### src/rtl/hwt_trigger_counter.sv
// rtl/hwt_trigger_counter.sv - per-lane match, saturating match counters and one-shot fire FSM
//
// Purpose:
//   Evaluates f = d & (c | a&b) & ~(a&b&c) on CHANNELS independent lanes and
//   registers each result. Each lane counts its registered matches in a
//   saturating counter. A small FSM issues a single fire pulse when any
//   lane's count reaches the programmable threshold while armed.
//
// Ports:
//   clk     in   rising-edge clock
//   rst     in   asynchronous active-high reset
//   en      in   arm / count enable
//   clr     in   synchronous clear of y, counters and FSM
//   a,b,c,d in   [CHANNELS] lane inputs, bit i = lane i
//   thresh  in   [CNT_W] fire threshold, 0 disables hit
//   y       out  [CHANNELS] registered per-lane match
//   cnt     out  [CHANNELS*CNT_W] lane counters, lane i at [i*CNT_W +: CNT_W]
//   hit     out  [CHANNELS] lane count >= thresh (combinational)
//   fire    out  one-cycle pulse on ARMED -> FIRED
//   fired   out  high while in FIRED
//   state   out  [2] IDLE=0, ARMED=1, FIRED=2

module hwt_trigger_counter #(
  parameter int CHANNELS = 4,
  parameter int CNT_W    = 8,
  parameter int MODE     = 0
) (
  input  logic                      clk,
  input  logic                      rst,
  input  logic                      en,
  input  logic                      clr,
  input  logic [CHANNELS-1:0]       a,
  input  logic [CHANNELS-1:0]       b,
  input  logic [CHANNELS-1:0]       c,
  input  logic [CHANNELS-1:0]       d,
  input  logic [CNT_W-1:0]          thresh,
  output logic [CHANNELS-1:0]       y,
  output logic [CHANNELS*CNT_W-1:0] cnt,
  output logic [CHANNELS-1:0]       hit,
  output logic                      fire,
  output logic                      fired,
  output logic [1:0]                state
);

  typedef enum logic [1:0] {
    ST_IDLE  = 2'd0,
    ST_ARMED = 2'd1,
    ST_FIRED = 2'd2
  } state_t;

  localparam logic [CNT_W-1:0] CNT_MAX = '1;

  logic [CHANNELS-1:0]       match;
  logic [CHANNELS-1:0]       y_q;
  logic [CHANNELS-1:0]       y_d;
  logic [CHANNELS*CNT_W-1:0] cnt_q;
  logic [CHANNELS*CNT_W-1:0] cnt_d;
  state_t                    state_q;
  logic                      fire_q;

  // Match function, all lanes in parallel.
  assign match = d & (c | (a & b)) & ~(a & b & c);
  assign y_d   = clr ? '0 : match;

  // Counters advance on the registered match, so a count lags its input by two edges.
  always_comb begin
    cnt_d = cnt_q;
    if (clr) begin
      cnt_d = '0;
    end else if (en) begin
      for (int i = 0; i < CHANNELS; i++) begin
        if (y_q[i]) begin
          if (cnt_q[i*CNT_W +: CNT_W] != CNT_MAX) begin
            cnt_d[i*CNT_W +: CNT_W] = cnt_q[i*CNT_W +: CNT_W] + 1'b1;
          end
        end else if (MODE == 0) begin
          cnt_d[i*CNT_W +: CNT_W] = '0;
        end
      end
    end
  end

  always_comb begin
    hit = '0;
    for (int i = 0; i < CHANNELS; i++) begin
      hit[i] = (thresh != '0) && (cnt_q[i*CNT_W +: CNT_W] >= thresh);
    end
  end

  always_ff @(posedge clk or posedge rst) begin
    if (rst) begin
      y_q   <= '0;
      cnt_q <= '0;
    end else begin
      y_q   <= y_d;
      cnt_q <= cnt_d;
    end
  end

  // fire defaults low every edge so it can only ever be a single-cycle pulse.
  always_ff @(posedge clk or posedge rst) begin
    if (rst) begin
      state_q <= ST_IDLE;
      fire_q  <= 1'b0;
    end else begin
      fire_q <= 1'b0;
      if (clr) begin
        state_q <= ST_IDLE;
      end else begin
        case (state_q)
          ST_IDLE: begin
            if (en) state_q <= ST_ARMED;
          end
          ST_ARMED: begin
            if (!en) begin
              state_q <= ST_IDLE;
            end else if (|hit) begin
              state_q <= ST_FIRED;
              fire_q  <= 1'b1;
            end
          end
          ST_FIRED: begin
            state_q <= ST_FIRED;
          end
          default: begin
            state_q <= ST_IDLE;
          end
        endcase
      end
    end
  end

  assign y     = y_q;
  assign cnt   = cnt_q;
  assign fire  = fire_q;
  assign fired = (state_q == ST_FIRED);
  assign state = state_q;

endmodule

### config.mk
export PLATFORM = sky130hd
export DESIGN_NAME = hwt_trigger_counter
export DESIGN_NICKNAME = d
export VERILOG_FILES = /design/src/rtl/hwt_trigger_counter.sv
export SDC_FILE = /design/constraint.sdc
export NUM_CORES = 1
export LEC_CHECK = 0
export BUFFER_PORTS_ARGS = -buffer_cell sky130_fd_sc_hd__buf_4
export CAP_MARGIN = 0
export CORE_ASPECT_RATIO = 0.5
export CORE_UTILIZATION = 54
export DETAILED_ROUTE_END_ITERATION = 8
export PLACE_DENSITY = 0.84
export SETUP_SLACK_MARGIN = 0.15
export SYNTH_ARGS = -nofsm -noshare
export SYNTH_HDL_FRONTEND = slang
export SYNTH_SLANG_ARGS = --single-unit
### constraint.sdc
create_clock -name clk -period 2.4 [get_ports clk]
set_input_delay 0.12 -clock clk [delete_from_list [all_inputs] [get_ports clk]]
set_output_delay 0.12 -clock clk [all_outputs]
set_load 0.05 [all_outputs]
==> results_dict.tcl, run 1 <==
set metrics [dict create \
    status "completed" \
    finalHoldViolCount 0 \
    hpwlAfterDp_um 5440 \
    syn_inst 298 \
    maxCapViolations 0 \
    drt-initial-drc-count 144 \
    netlist_top_cells_area "dfrtp_1 (35%), ha_1 (16%), nand2_1 (4.4%)" \
    period_share_pct 90.9 \
    overflow 0 \
    maxSlewHeadroom_pct 66.7 \
    core_um2 4950 \
    cts_made_buffers 5 \
    portBuffers 71 \
    hold_start "d[2]" \
    worstMarginPinSlew_ns 0.495 \
    top_level_ports 72 \
    async_flop_share_pct 100 \
    cpMaxStageDelayCell "dfrtp_1" \
    drcViolationCount 0 \
    clockRootBuffer "clkbuf_8" \
    dr.pass1.iters 5 \
    p_per_area_nw_per_um2 415 \
    synth_nets 362 \
    hold_path.class "in2reg" \
    synth_top_area_share_pct 35.0 \
    ir_drop_v 0.000272 \
    end_kind "output port" \
    die_area_um2 5470 \
    start_util_pct 56.3 \
    synth_ff_type "dfrtp_1" \
    maxSlewViolCount 0 \
    grt_pass1_wl_um 11300 \
    grt_busiest_layer "met2" \
    vias 2653 \
    finalClockSkew_ns 0.0123 \
    cts_tree "built" \
    finalSetupViolations 0 \
    clk_latency_ns 0.30 \
    vias_per_cell 5.90 \
    fin_tns_setup_ns 0 \
    clock_sink_count 39 \
    grt_usage_pct 26.7 \
    nNetsFinal 443 \
    rr_startpoint "cnt[0]" \
    required_ns 2.28 \
    cp-start-kind "flip-flop" \
    antenna_found_initial 0 \
    fmax_mhz 458 \
    wl_per_cell_um 16.2 \
    use_met3_pct 4.60 \
    grt_max_degree 40 \
    p_leak_nw 1.80 \
    use_met1_pct 33.3 \
    grt_util_met2_pct 48.1 \
    syn_area_per_cell_um2 9.35 \
    grt_setup_unrepaired "false" \
    die_h_um 52.8 \
    routed_wl_um 7300 \
    ys_ff_latch 39 \
    path_cells "ha_1 > nor2b_1 > o211a_1 > a211oi_2 > o21ai_2 > and2_2 > buf_4" \
    path_clk_slew_ns 0.09 \
    crit_start "cnt[17]" \
    worstPathMaxFanout 2 \
    gp_congestion 0.826 \
    grt_pass1_vias 2408 \
    worst-setup-path-type "reg2out" \
    finalCriticalPeriod_ns 2.18 \
    htreeDepth 2 \
    syn_to_final_growth_pct 28.1 \
    drive_gt1_share_pct 29.2 \
    multi_input_area_um2 1750 \
    synth_edf_count 0 \
    slowest_delay_ns 0.40 \
    fillers 364 \
    die_w_um 104 \
    arrival_ns 2.06 \
    antennaDiodeCount 0 \
    netlist_area_um2 2790 \
    yosysSeqAreaShare_pct 35.0 \
    rows 18 \
    layoutNonFillerInstCount 450 \
    ant_nets 0 \
    synth_largest_area_cell "dfrtp_1" \
    ys_warn_count 0 \
    regArea_um2 980 \
    power.total_mw 1.48 \
    dp.cells 438 \
    clockBufferDepth 2 \
    synth.most_common_cell "dfrtp_1" \
    ys_top_cells_by_count "dfrtp_1 (39), ha_1 (36), nand2_1 (33), nand3_1 (24), o21ai_0 (20)" \
    synth_cell_types 47 \
]
## power breakdown
part | internal (mW) | switching [mW]
registers | 0.664 | 0.0103
logic | 0.0866 | 0.133
clock network | 0.337 | 0.250
## layout by cell type (no fill, tap or decap), drive strengths merged, types with 11 or more instances in the layout
cell type	n
nand4	11
nor2	17
a21oi	11
and3	12
nand3	26
ha	36
inv	16
buf	75
nand2	34
dfrtp	39
o21ai	26
## per-stage QoR
step                      cell area, µm²  util [%]  setup WS, ns  hold slack [ns]
after CTS                           3550      71.6         0.151           0.0492
after global placement              3410      68.9         0.431            0.269
after detailed placement            3410      68.9         0.337            0.279
after global routing                3570      72.1         0.159           0.0586
final                               3570      72.1         0.217           0.0521
after floorplan                     2790         -         0.168            0.183
## worst max-delay path, delay by kind of cell (launching register included)
| kind | cells | cell delay [ns] |
|---|---|---|
| AND/OR/NAND/NOR | 2 | 0.31 |
| AO/OA/AOI/OAI | 3 | 0.56 |
| adder cells (fa/ha/maj) | 1 | 0.29 |
| flip-flops | 1 | 0.40 |
| buffers and inverters | 1 | 0.18 |
## what timing repair did
item	CTS	global route
setup endpoints to repair	1	2
resized for setup	0	4
pin swaps	0	1
endpoints found under the hold margin	39	0
hold buffers	1	0
buffers inserted	1	2
## kinds of logic after synthesis
group	count (synthesis)	synth area share, %
fa+ha+maj	36	16.2
compound gates	65	18.0
flops	39	35.0
xor+xnor	17	5.34
buf+inv	18	2.47
simple gates	123	23.0
## flip-flops by register name (all words and copies together), names as in the netlist
register,cells
cnt,32
y,4
state,2
fire,1
## per-layer routing
| metal | vias up | share of wire (%) |
|---|---|---|
| li1 | 1259 | - |
| met1 | 1271 | 44 |
| met2 | 104 | 49 |
| met3 | 19 | 5.4 |
| met4 | 0 | 2.0 |
| met5 | - | 0 |
## worst paths after layout
path / end / slack (ns) / cells after the start
worst min-delay path: y[2] / 0.05 / 2
max in group asynchronous: cnt[25] / 1.52 / 4
worst max-delay path: hit[2] / 0.22 / 7
worst max register to register: state[0] / 0.32 / 8
min in group asynchronous: cnt[13] / 0.49 / 4
worst min register to register: cnt[16] / 0.55 / 1
## area by class of cell
type / instances / share of cell area, %
clock buffer: 6 / 2.31
clock inverter: 2 / 0.981
inverter: 16 / 1.68
multi-input combinational: 241 / 49.1
sequential: 39 / 27.4
tap: 70 / 2.45
timing repair buffer: 76 / 16.0
Power figures use the tool's default switching activity.
==> run 2, diff against run 1 <==
--- a/config.mk
+++ b/config.mk
@@ -10,7 +10,7 @@
 export CORE_ASPECT_RATIO = 0.5
 export CORE_UTILIZATION = 54
 export DETAILED_ROUTE_END_ITERATION = 8
-export PLACE_DENSITY = 0.84
+export PLACE_DENSITY = 0.79
 export SETUP_SLACK_MARGIN = 0.15
 export SYNTH_ARGS = -nofsm -noshare
 export SYNTH_HDL_FRONTEND = slang
==> run 2 against run 1 <==
Effect of this change:
- first-iteration DRC count decreased by 43%
- setup slack improved by 0.014 ns
- highest routed layer unchanged
- count of clock-buffer cells in the layout increased by 2
- critical endpoint is now hit[0]
- wire length decreased by 1.3%
==> results_dict.tcl, run 2 (synthesis gave the netlist of run 1 again) <==
set metrics [dict create \
    grt_pass1_vias 2429 \
    syn_to_final_growth_pct 27.6 \
    worstMarginPinSlew_ns 0.545 \
    die_h_um 52.8 \
    clk_latency_ns 0.29 \
    ir_drop_v 0.000234 \
    grt_usage_pct 27.2 \
    cp-start-kind "flip-flop" \
    maxSlewHeadroom_pct 63.3 \
    clockBufferDepth 2 \
    p_per_area_nw_per_um2 393 \
    fin_tns_setup_ns 0 \
    hold_path.class "in2reg" \
    antenna_found_initial 0 \
    arrival_ns 2.05 \
    switching_share_pct 27.5 \
    final_cell_mix "buf_4 (75), ha_1 (36), nand2_1 (33), dfrtp_1 (33), nand3_1 (24)" \
    status "completed" \
    ant_nets 0 \
    drt-initial-drc-count 82 \
    worstPathMaxFanout 6 \
    nNetsFinal 443 \
    top_level_ports 72 \
    dpl_cell_area_um2 3410 \
    vias 2641 \
    clock_sink_count 39 \
    hpwlAfterDp_um 5330 \
    period_share_pct 90.4 \
    switching_power_mw 0.385 \
    overflow 0 \
    path_cells "inv_1 > ha_1 > nand2b_4 > a2111oi_4 > o31a_2 > nor2_2 > buf_4" \
    start_util_pct 56.3 \
    worst-setup-path-type "reg2out" \
    path_clk_slew_ns 0.08 \
    die_area_um2 5470 \
    largest_register_ffs 32 \
    internal_power_mw 1.01 \
    post-route-util_pct 71.8 \
    power_frac_seq_pct 48.3 \
    finalSetupViolations 0 \
    grt_setup_unrepaired "false" \
    pwr-share-comb_pct 15.8 \
    antennaDiodeCount 0 \
    routed_wl_um 7210 \
    slowest_delay_ns 0.45 \
    final_area_um2 3560 \
    p_leak_nw 1.79 \
    wl_per_cell_um 16.0 \
    portBuffers 71 \
    finalHoldViolCount 0 \
    core_um2 4950 \
    gp_congestion 0.892 \
    finalClockSkew_ns 0.00672 \
    rows 18 \
    fmax_mhz 461 \
    drcViolationCount 0 \
    die_w_um 104 \
    htreeDepth 2 \
    clockRootBuffer "clkbuf_8" \
    finalCriticalPeriod_ns 2.17 \
    cts_made_buffers 5 \
    grt_max_degree 40 \
    dr.pass1.iters 4 \
    final_common_cell "buf_4" \
    drive_gt1_share_pct 29.7 \
    grt_pass1_wl_um 11300 \
    clkPwrFrac_pct 35.9 \
    maxSlewViolCount 0 \
    cts_tree "built" \
    end_kind "output port" \
    vias_per_cell 5.87 \
    required_ns 2.28 \
    maxCapViolations 0 \
    cpMaxStageDelayCell "dfrtp_1" \
]
run 2: changes by cell type in the layout (fill, tap and decap cells not counted):
| cell | before | now |
|---|---|---|
| clkbuf_8 | 6 | 7 |
| bufinv_16 | 1 | 0 |
| clkinv_2 | 1 | 0 |
| dfrtp_1 | 36 | 33 |
| dfrtp_2 | 3 | 6 |
| clkbuf_1 | 0 | 1 |
run 2: stage by stage:
| step | setup WS (ns) | hold WS [ns] | power (mW) | std cells |
|---|---|---|---|---|
| 6_report | 0.231 | 0.0536 | 1.40 | 450 |
| 5_1_grt | 0.147 | 0.0426 | 1.46 | 450 |
| 4_1_cts | 0.156 | 0.0463 | 1.41 | 447 |
| 3_5_place_dp | 0.348 | 0.286 | 0.904 | 438 |
| 3_3_place_gp | 0.433 | 0.276 | 0.894 | 438 |
| 2_1_floorplan | 0.168 | 0.183 | 0.814 | 298 |
run 2: routing by layer:
layer | GRT usage [%] | up-vias | share of wire [%]
met5 | 0 | - | 0
met4 | 11.6 | 0 | 2.8
met3 | 5.22 | 21 | 5.0
met2 | 45.6 | 93 | 48
met1 | 35.0 | 1274 | 44
li1 | - | 1253 | -
run 2: path summary, 6_finish.rpt:
check                      slack (ns)  cells after the start        to    start
setup / recovery                 0.23                      7    hit[0]   cnt[0]
hold / removal                   0.05                      2      y[3]     d[3]
setup reg to reg                 0.27                      8  state[0]   cnt[0]
hold reg to reg                  0.58                      1   cnt[24]  cnt[24]
max in group asynchronous        1.52                      4   cnt[18]      rst
min in group asynchronous        0.50                      4   cnt[29]      rst
run 2: timing repair:
item | in CTS | in global routing
resized for setup | 0 | 7
hold endpoints to repair | 39 | 0
endpoints found under the setup margin | 0 | 2
hold buffers | 1 | 0
buffers inserted | 0 | 3
run 2: final cells by class:
| cell class | instances | area, µm² |
|---|---|---|
| fillers | 374 | 1400 |
| multi-input cells | 241 | 1750 |
| inverters | 16 | 60.1 |
| flip-flops and latches | 39 | 983 |
| clock buffers | 8 | 100 |
| well taps | 70 | 87.6 |
| repair buffers | 76 | 573 |
run 2: power groups by stage:
stage / sequential, mW / clock (mW) / combinational, mW
floorplan: 0.710 / 0 / 0.104
global placement: 0.686 / 0 / 0.207
detailed placement: 0.687 / 0 / 0.217
CTS: 0.674 / 0.513 / 0.220
global route: 0.675 / 0.546 / 0.242
finish: 0.675 / 0.502 / 0.221
run 2: critical path: cells and delay by family, from the launching register on:
kind / cells / cell delay, ns
buf+inv: 2 / 0.27
compound gates: 2 / 0.56
fa+ha+maj: 1 / 0.27
simple gates: 2 / 0.19
flops: 1 / 0.45
